**config.mk**
```make
export PLATFORM = sky130hd
export DESIGN_NAME = seg7_scan_ctrl
export DESIGN_NICKNAME = d
export VERILOG_FILES = /design/src/rtl/seg7_scan_ctrl.sv
export SDC_FILE = /design/constraint.sdc
export NUM_CORES = 1
export LEC_CHECK = 0
export ABC_AREA = 0
export CAP_MARGIN = 20
export CORE_MARGIN = 5
export CORE_UTILIZATION = 40
export CTS_CLUSTER_SIZE = 12
export DETAILED_ROUTE_END_ITERATION = 16
export PLACE_DENSITY = 0.7
export RECOVER_POWER = 100
export SYNTH_ARGS = -nofsm -noshare
export SYNTH_HDL_FRONTEND = slang
export SYNTH_SLANG_ARGS = --single-unit
```
**constraint.sdc**
```tcl
create_clock -name CLK -period 3.2 [get_ports CLK]
set_clock_uncertainty 0.15 [all_clocks]
set_input_delay 0.64 -clock CLK [delete_from_list [all_inputs] [get_ports CLK]]
set_output_delay 0.64 -clock CLK [all_outputs]
set_load 0.01 [all_outputs]
```
**src/rtl/seg7_scan_ctrl.sv**
```systemverilog
// Six-digit seven-segment scan controller sharing one BCD decoder across all digits.
// Optional leading-zero suppression is enabled by defining SEG7_LZS_EN.

module seg7dec (
    input  logic [3:0] nib,
    output logic [6:0] seg
);
    // gfedcba, active low; non-BCD codes stay dark
    always_comb begin
        seg = 7'b1111111;
        case (nib)
            4'd0: seg = 7'b1000000;
            4'd1: seg = 7'b1111001;
            4'd2: seg = 7'b0100100;
            4'd3: seg = 7'b0110000;
            4'd4: seg = 7'b0011001;
            4'd5: seg = 7'b0010010;
            4'd6: seg = 7'b0000010;
            4'd7: seg = 7'b1111000;
            4'd8: seg = 7'b0000000;
            4'd9: seg = 7'b0010000;
            default: seg = 7'b1111111;
        endcase
    end
endmodule

module seg7_scan_ctrl #(
    parameter int SCAN_DIV  = 50000,
    parameter int BLINK_DIV = 25000000
) (
    input  logic        CLK,
    input  logic        RST,
    input  logic [23:0] DIN,
    input  logic [5:0]  BLANK,
    input  logic [5:0]  BLINK,
    output logic [6:0]  nHEX0,
    output logic [6:0]  nHEX1,
    output logic [6:0]  nHEX2,
    output logic [6:0]  nHEX3,
    output logic [6:0]  nHEX4,
    output logic [6:0]  nHEX5,
    output logic        FRAME
);
    localparam int CW = (SCAN_DIV  > 1) ? $clog2(SCAN_DIV)  : 1;
    localparam int BW = (BLINK_DIV > 1) ? $clog2(BLINK_DIV) : 1;
    localparam logic [CW-1:0] CNT_MAX   = CW'(SCAN_DIV - 1);
    localparam logic [BW-1:0] BLINK_MAX = BW'(BLINK_DIV - 1);

    logic [CW-1:0]     cnt_reg, cnt_next;
    logic [2:0]        idx_reg, idx_next;
    logic [23:0]       data_reg, data_next;
    logic [5:0]        blank_reg, blank_next;
    logic [5:0]        blink_reg, blink_next;
    logic [BW-1:0]     bcnt_reg, bcnt_next;
    logic              phase_reg, phase_next;
    logic              frame_reg, frame_next;
    logic [5:0][6:0]   hex_reg, hex_next;

    logic              tick;
    logic [23:0]       src_data;
    logic [5:0]        src_blank;
    logic [5:0]        src_blink;
    logic [5:0][3:0]   nib_arr;
    logic [3:0]        nib;
    logic [6:0]        dec_seg;
    logic [6:0]        pat;

    assign tick = (cnt_reg == CNT_MAX);

    // Digit 0 reads the live inputs; the rest of the sweep reads the copy taken then
    assign src_data  = (idx_reg == 3'd0) ? DIN   : data_reg;
    assign src_blank = (idx_reg == 3'd0) ? BLANK : blank_reg;
    assign src_blink = (idx_reg == 3'd0) ? BLINK : blink_reg;

    genvar gi;
    generate
        for (gi = 0; gi < 6; gi++) begin : g_nib
            assign nib_arr[gi] = src_data[4*gi +: 4];
        end
    endgenerate

    assign nib = nib_arr[idx_reg];

    seg7dec u_dec (
        .nib (nib),
        .seg (dec_seg)
    );

`ifdef SEG7_LZS_EN
    logic [5:0] lz_dark;
    assign lz_dark[0] = 1'b0;
    generate
        for (gi = 1; gi < 6; gi++) begin : g_lz
            assign lz_dark[gi] = ~|src_data[23:4*gi];
        end
    endgenerate
`endif

    always_comb begin
        pat = dec_seg;
        if (src_blank[idx_reg] || (src_blink[idx_reg] && phase_reg))
            pat = 7'b1111111;
`ifdef SEG7_LZS_EN
        if (lz_dark[idx_reg])
            pat = 7'b1111111;
`endif
    end

    always_comb begin
        cnt_next   = tick ? '0 : cnt_reg + CW'(1);
        idx_next   = idx_reg;
        data_next  = data_reg;
        blank_next = blank_reg;
        blink_next = blink_reg;
        frame_next = 1'b0;
        if (tick) begin
            idx_next   = (idx_reg == 3'd5) ? 3'd0 : idx_reg + 3'd1;
            frame_next = (idx_reg == 3'd5);
            if (idx_reg == 3'd0) begin
                data_next  = DIN;
                blank_next = BLANK;
                blink_next = BLINK;
            end
        end
    end

    // Blink phase runs independently of the scan; a tick on the wrap edge sees the old phase
    always_comb begin
        bcnt_next  = bcnt_reg + BW'(1);
        phase_next = phase_reg;
        if (bcnt_reg == BLINK_MAX) begin
            bcnt_next  = '0;
            phase_next = ~phase_reg;
        end
    end

    generate
        for (gi = 0; gi < 6; gi++) begin : g_hex
            assign hex_next[gi] = (tick && (idx_reg == 3'(gi))) ? pat : hex_reg[gi];
        end
    endgenerate

    always_ff @(posedge CLK) begin
        if (RST) begin
            cnt_reg   <= '0;
            idx_reg   <= 3'd0;
            data_reg  <= '0;
            blank_reg <= '0;
            blink_reg <= '0;
            bcnt_reg  <= '0;
            phase_reg <= 1'b0;
            frame_reg <= 1'b0;
            hex_reg   <= {6{7'b1111111}};
        end else begin
            cnt_reg   <= cnt_next;
            idx_reg   <= idx_next;
            data_reg  <= data_next;
            blank_reg <= blank_next;
            blink_reg <= blink_next;
            bcnt_reg  <= bcnt_next;
            phase_reg <= phase_next;
            frame_reg <= frame_next;
            hex_reg   <= hex_next;
        end
    end

    assign nHEX0 = hex_reg[0];
    assign nHEX1 = hex_reg[1];
    assign nHEX2 = hex_reg[2];
    assign nHEX3 = hex_reg[3];
    assign nHEX4 = hex_reg[4];
    assign nHEX5 = hex_reg[5];
    assign FRAME = frame_reg;

endmodule

```
==> results of run 1 <==
cell usage after synthesis, types with 6 or more instances:
master	number	share of area, %
dfxtp_1	118	46
nand2_1	78	5.7
nor2_1	58	4.2
a21oi_1	52	5.0
nor3_1	25	2.4
xnor2_1	24	4.1
clkbuf_1	20	1.5
nand3_1	15	1.5
inv_1	14	1.0
o32a_1	13	2.5
nand4_1	12	1.5
mux2_2	11	2.4
xor2_1	11	1.9
buf_2	10	0.97
ha_1	8	1.9
nor4_1	8	0.97
or3_1	8	0.97
and2_1	7	0.85
o22a_1	7	1.2
and3_1	6	0.73
mux2i_1	6	1.2
path summary, 6_finish.rpt:
| path | end | cells after the start | slack, ps | from |
|---|---|---|---|---|
| worst max-delay path | nHEX4[5]$_SDFFE_PP1P_ | 9 | 320 | idx_reg[0]$_SDFFE_PP0P_ |
| worst min-delay path | cnt_reg[0]$_SDFF_PP0_ | 1 | 290 | cnt_reg[0]$_SDFF_PP0_ |
| worst max register to register | nHEX4[5]$_SDFFE_PP1P_ | 9 | 320 | idx_reg[0]$_SDFFE_PP0P_ |
| worst min register to register | cnt_reg[0]$_SDFF_PP0_ | 1 | 290 | cnt_reg[0]$_SDFF_PP0_ |
power by group:
group	internal, mW	switching [mW]	total (mW)	leakage [nW]
Combinational	0.0769	0.0856	0.163	0.958
Clock	1.21	0.640	1.85	0.274
Sequential	1.48	0.00461	1.48	0.953
critical path, stage by stage (launching register included):
cell and delay [ps]:
dfxtp_1 690, mux2_2 410, a22oi_1 230, and2_0 290, inv_1 100, ha_1 220, inv_1 60, mux2i_1 80
mux2_1 370, o22a_1 180
metrics by stage:
step | util, % | cell area, sq um | cells | hold slack [ps] | worst slack (ps)
2_1_floorplan | - | 5170 | 581 | 263 | 646
5_1_grt | 52.7 | 6650 | 841 | 316 | 111
4_1_cts | 52.9 | 6680 | 841 | 292 | 362
3_5_place_dp | 48.4 | 6100 | 810 | 284 | 270
6_report | 52.7 | 6650 | 841 | 291 | 325
3_3_place_gp | 48.4 | 6100 | 810 | 269 | 323
per-layer routing:
layer | share of wire (%) | wire (um) | vias to the layer above | track usage [%]
met5 | 0.085 | 11 | - | 0
met4 | 1.5 | 193 | 2 | 6.78
met3 | 6.2 | 805 | 17 | 5.04
met2 | 49 | 6310 | 121 | 29.4
met1 | 44 | 5670 | 2100 | 21.1
li1 | - | - | 2185 | -
cells by family (layout without fill, tap and decap cells):
group | Yosys count | after routing | synth area share [%]
adders and majority gates | 8 | 8 | 1.94
and+or+nand+nor | 243 | 243 | 23.0
xor gates and xnor gates | 35 | 35 | 5.93
AOI/OAI and AO/OA | 103 | 103 | 13.2
muxes | 24 | 24 | 5.88
DFF | 118 | 118 | 45.7
buffers and inverters | 50 | 138 | 4.33
cell type report:
type	count	area (sq um)	share of cell area, %
multi-input cells	413	2550	38.4
inverters	14	52.6	0.791
clock buffers	22	444	6.68
repair buffers	93	891	13.4
flip-flops and latches	118	2360	35.5
clock inverters	9	129	1.94
well taps	172	215	3.24
==> results.toml, run 1 <==
[finish]
syn2layout_area_growth_pct = 28.6
fin_nets = 703
final_cell_mix = "118 x dfxtp_1, 78 x nand2_1, 58 x nor2_1, 53 x a21oi_1, 43 x dlygate4sd3_1"
layout-drive-gt1-share_pct = 9.12
n_fill_cell = 1144
diodes = 0
final_common_cell = "dfxtp_1"
largest_reg_flops = 25

[place]
gp_congestion = 0.907
io_buffers = 80
hpwlAfterDp_um = 9460

[critical_path]
start_kind = "flip-flop"
setup.worst_path.end_class = "flip-flop"
crit_path_max_fanout = 14
required_ps = 3350
cp.arrival_ps = 3020
critical_path_class = "reg2reg"

[cts]
cts_hold_buf = 0
cts_max_level = 4
clk_path_buf_depth = 2
clock-sinks = 118
cts_resized = 0
post-cts-setup-buffer-count = 0
clkTransAtPathRegs_ps = 50
cts_buffers = 17
cts_tree = "yes"
clk_latency_ps = 410
cts-root-buf = "clkbuf_16"

[grt]
grt_pass1_wl_um = 21000
grt_max_degree = 33
antenna_found_initial = 1
grt_usage_pct = 17.5
grt_pass1_vias = 4375
overflow = 0

[timing]
min_period_ps = 2880
fin_crit_sh_pct = 89.9
maxSlewViolCount = 0
tightest_slew_ps = 1110
finalSetupViolations = 0
tns_ps = 0
rsz0062_at_grt = "no"
fmax_mhz = 348
relSlewSlack_pct = 25.7
hold_viol = 0

[synthesis]
ys_seq_elements = 118
seq_area_frac_synth_pct = 45.7
avgSynthCellArea_sq_um = 8.89
synthCells = 581
synth-edff-count = 0
syn_nets = 627
synthFlopType = "dfxtp_1"
synth_warnings = 0
async_flop_share_pct = 0
syn_area_sq_um = 5170
synth_cell_types = 56

[routing]
drt_first_pass_iters = 5
vias_per_cell = 5.26
antenna_left = 0
remaining_drc_errors = 0
totalWireLength_um = 13000
drt-initial-drc-count = 375
wire_per_inst_um = 15.4
vias = 4425

[die]
rows = 41
die_height_um = 124
core_sq_um = 12600
fp.dieW_um = 124
start_util_pct = 40.9
num_io_pins = 81
dieArea_sq_um = 15300

[run_status]
status = "finished, final reports clean"

[power]
p_leak_nw = 2.19
p_per_area_nw_per_um2 = 526
total_power_mw = 3.50
peakVddDrop_mv = 0.294

[min_path]
hold_path.class = "reg2reg"

[run]
drv_cap = 0
No activity file was read; power rests on OpenSTA's default activity.
==> inputs of run 2 (changes only) <==
--- a/config.mk
+++ b/config.mk
@@ -7,7 +7,7 @@
 export LEC_CHECK = 0
 export ABC_AREA = 0
 export CAP_MARGIN = 20
-export CORE_MARGIN = 5
+export CORE_MARGIN = 2
 export CORE_UTILIZATION = 40
 export CTS_CLUSTER_SIZE = 12
 export DETAILED_ROUTE_END_ITERATION = 16
==> run 2 against run 1 <==
Global-route usage up 1.4 points. Critical path depth down 1. Cell count unchanged. Non-clock buffer count down 1. Clock power up 18%. Power up 9.3%. Register-to-register slack worse by 50 ps. Flip-flop and latch count unchanged. Critical endpoint is now nHEX4[1]$_SDFFE_PP1P_.
==> results.toml, run 2 (synthesis gave the netlist of run 1 again) <==
[run_status]
status = "finished, final reports clean"

[finish]
syn2layout_area_growth_pct = 30.4
fin_util_pct = 53.4
layout-drive-gt1-share_pct = 9.42
largest_reg_flops = 25
final_cell_mix = "118 x dfxtp_1, 78 x nand2_1, 58 x nor2_1, 53 x a21oi_1, 43 x dlygate4sd3_1"
fin_nets = 702
diodes = 0
final_common_cell = "dfxtp_1"
n_fill_cell = 1182

[routing]
remaining_drc_errors = 0
wire_per_inst_um = 15.2
drt_first_pass_iters = 4
totalWireLength_um = 12800
antenna_left = 0
drt-initial-drc-count = 318
vias_per_cell = 5.22
vias = 4393

[critical_path]
ff2ff_setup_slack_ps = 280
setup.worst_path.end_class = "flip-flop"
start_kind = "flip-flop"
critical_path_class = "reg2reg"
required_ps = 3320
crit_path_max_fanout = 15
cp.arrival_ps = 3040

[die]
start_util_pct = 40.9
die_height_um = 118
fp.dieW_um = 118
num_io_pins = 81
core_sq_um = 12600
dieArea_sq_um = 13800
rows = 41

[grt]
grt_max_degree = 33
overflow = 0
antenna_found_initial = 0
grt_pass1_vias = 4369
grt_pass1_wl_um = 21200
grt_usage_pct = 18.8

[place]
io_buffers = 80
gp_congestion = 0.812
hpwlAfterDp_um = 8970

[run]
drv_cap = 0

[cts]
cts_hold_buf = 0
cts_resized = 0
clk_path_buf_depth = 2
clk_latency_ps = 410
clock-sinks = 118
cts-root-buf = "clkbuf_16"
cts_buffers = 17
clkTransAtPathRegs_ps = 60
post-cts-setup-buffer-count = 0
cts_max_level = 4
cts_tree = "yes"

[power]
peakVddDrop_mv = 0.342
p_per_area_nw_per_um2 = 567
p_leak_nw = 2.22

[timing]
relSlewSlack_pct = 10.8
tns_ps = 0
min_period_ps = 2920
tightest_slew_ps = 1340
fmax_mhz = 342
rsz0062_at_grt = "no"
hold_viol = 0
fin_crit_sh_pct = 91.3
finalSetupViolations = 0
maxSlewViolCount = 0

[min_path]
hold_path.class = "reg2reg"
## run 2: final timing paths
check | start | to | cells past startpoint
worst max register to register | idx_reg[0]$_SDFFE_PP0P_ | nHEX4[1]$_SDFFE_PP1P_ | 8
worst min register to register | bcnt_reg[0]$_SDFF_PP0_ | bcnt_reg[0]$_SDFF_PP0_ | 1
worst max-delay path | idx_reg[0]$_SDFFE_PP0P_ | nHEX4[1]$_SDFFE_PP1P_ | 8
worst min-delay path | bcnt_reg[0]$_SDFF_PP0_ | bcnt_reg[0]$_SDFF_PP0_ | 1
## run 2: per-stage QoR
step                setup WS (ps)  area, sq um  hold WS [ps]  power (mW)  cells
floorplan                     646         5170           263        1.60    581
global placement              314         6100           269        1.67    809
detailed placement            260         6100           290        1.68    809
CTS                           321         6770           298        3.85    841
global route                  103         6740           308        3.93    841
finish                        279         6740           295        3.82    841
## run 2: power breakdown
group	leakage (nW)	total [mW]	switching, mW	internal, mW
logic	0.950	0.163	0.0867	0.0766
clock network	0.322	2.18	0.711	1.47
registers	0.953	1.48	0.00455	1.48
## run 2: layout make-up
class	instances	area, sq um	area share [%]
flip-flops and latches	118	2360	35.1
repair buffers	92	871	12.9
multi-input cells	413	2560	38.1
clock buffers	18	429	6.37
well taps	172	215	3.19
clock inverters	14	244	3.62
inverters	14	52.6	0.780
## run 2: per-layer routing
| metal | GRT usage, % | wire length [um] |
|---|---|---|
| met1 | 22.9 | 5680 |
| met2 | 31.4 | 6160 |
| met3 | 5.18 | 627 |
| met4 | 7.68 | 295 |
| met5 | 0 | 0 |
## run 2: worst max-delay path, cell delays in order (launching register included)
cell      delay [ps]
dfxtp_1          740
mux2_2           400
a22oi_1          250
and2_0           280
ha_1             290
inv_1             70
o211ai_1         140
a21oi_2          300
a41oi_1          150
==> inputs of run 3 (changes only) <==
--- a/config.mk
+++ b/config.mk
@@ -7,7 +7,7 @@
 export LEC_CHECK = 0
 export ABC_AREA = 0
 export CAP_MARGIN = 20
-export CORE_MARGIN = 2
+export CORE_MARGIN = 4
 export CORE_UTILIZATION = 40
 export CTS_CLUSTER_SIZE = 12
 export DETAILED_ROUTE_END_ITERATION = 16
==> run 3 against run 2 <==
Critical path depth unchanged. Register-to-register slack about the same. Die area increased by 6.9%. Power decreased by 8.8%. Cell count decreased by 0.36%. Core utilization decreased by 0.82 points. Clock power decreased by 15%. Critical endpoint unchanged. Largest cell class unchanged.
==> results.toml, run 3 (synthesis gave the netlist of run 1 again) <==
[critical_path]
critical-path-max-stage-delay_ps = 720
start_kind = "flip-flop"
critical_path_class = "reg2reg"
crit_buf_inv = 1
path_cells = "mux2_2, a22oi_1, and2_0, ha_1, inv_1, o211ai_1, a21oi_2, a41oi_1"
required_ps = 3320
setup.worst_path.end_class = "flip-flop"
cp.arrival_ps = 3030
worst_path_dominant_cell_family = "compound AO/OA/AOI/OAI gates"
critical_path_depth = 8
reg2regPathDepth = 8
crit_path_max_fanout = 15
critPathSlowestCell = "dfxtp_1"

[grt]
grt_usage_pct = 17.9
antenna_found_initial = 1
grt_pass1_wl_um = 21200
grt_max_degree = 34
overflow = 0
grt_pass1_vias = 4391

[finish]
diodes = 0
fin_util_pct = 52.6
multiInputGateArea_sq_um = 2570
final_cell_mix = "118 x dfxtp_1, 78 x nand2_1, 58 x nor2_1, 52 x a21oi_1, 43 x dlygate4sd3_1"
syn2layout_area_growth_pct = 28.4
largest_reg_flops = 25
layout-drive-gt1-share_pct = 9.46
final_common_cell = "dfxtp_1"
fin_nets = 699
n_fill_cell = 1174
seqCellArea_sq_um = 2360
layoutNonFillerInstCount = 838

[routing]
wire_per_inst_um = 14.9
totalWireLength_um = 12500
remaining_drc_errors = 0
drt-initial-drc-count = 321
vias = 4373
drt_first_pass_iters = 4
antenna_left = 0
vias_per_cell = 5.22

[run_status]
status = "finished, final reports clean"

[timing]
maxSlewViolCount = 0
finalSetupViolations = 0
fin_crit_sh_pct = 90.9
hold_viol = 0
min_period_ps = 2910
rsz0062_at_grt = "no"
fmax_mhz = 344
hold-worst-slack_ps = 292
tightest_slew_ps = 1400
relSlewSlack_pct = 6.38
tns_ps = 0

[place]
io_buffers = 80
gp_congestion = 0.812
placed_cells = 806
hpwlAfterDp_um = 9080

[power]
p_leak_nw = 2.17
total_power_mw = 3.49
peakVddDrop_mv = 0.369
p_per_area_nw_per_um2 = 526

[run]
drv_cap = 0

[cts]
clk_path_buf_depth = 2
cts_tree = "yes"
clkTransAtPathRegs_ps = 60
cts_resized = 0
cts_buffers = 17
clock-sinks = 118
clk_latency_ps = 420
cts_max_level = 4
post-cts-setup-buffer-count = 0
cts-root-buf = "clkbuf_16"
cts_hold_buf = 0

[die]
die_height_um = 122
num_io_pins = 81
rows = 41
core_sq_um = 12600
start_util_pct = 40.9
fp.dieW_um = 122
dieArea_sq_um = 14800

[min_path]
hold_path.class = "reg2reg"
holdPathStages = 1
==> run 3: layout make-up <==
type | instances | area share [%]
clock buffers | 18 | 6.47
inverters | 14 | 0.792
clock inverters | 14 | 2.30
multi-input cells | 413 | 38.8
repair buffers | 89 | 12.8
well taps | 172 | 3.24
flip-flops and latches | 118 | 35.6
==> run 3: through the flow <==
stage,cell area (sq um),worst slack (ps)
after floorplan,5170,646
after global placement,6090,319
after detailed placement,6090,272
after CTS,6670,343
after global routing,6640,81.3
final,6640,290
==> run 3: routing by layer <==
layer | track usage (%) | up-vias | part of all wire, %
met5 | 0 | - | 0.096
met4 | 8.05 | 2 | 2.5
met3 | 4.78 | 26 | 5.5
met2 | 28.9 | 105 | 48
met1 | 22.6 | 2051 | 44
li1 | - | 2189 | -
==> run 3: power breakdown <==
group	internal [mW]	total, mW	switching (mW)
combinational	0.0763	0.161	0.0851
sequential	1.48	1.48	0.00462
clock	1.15	1.85	0.696
total	2.70	3.49	0.785
==> run 3: worst paths after layout <==
kind / startpoint / end / slack, ps
worst min-delay path: bcnt_reg[0]$_SDFF_PP0_ / bcnt_reg[0]$_SDFF_PP0_ / 290
worst max register to register: idx_reg[0]$_SDFFE_PP0P_ / nHEX4[1]$_SDFFE_PP1P_ / 290
worst max-delay path: idx_reg[0]$_SDFFE_PP0P_ / nHEX4[1]$_SDFFE_PP1P_ / 290
worst min register to register: bcnt_reg[0]$_SDFF_PP0_ / bcnt_reg[0]$_SDFF_PP0_ / 290
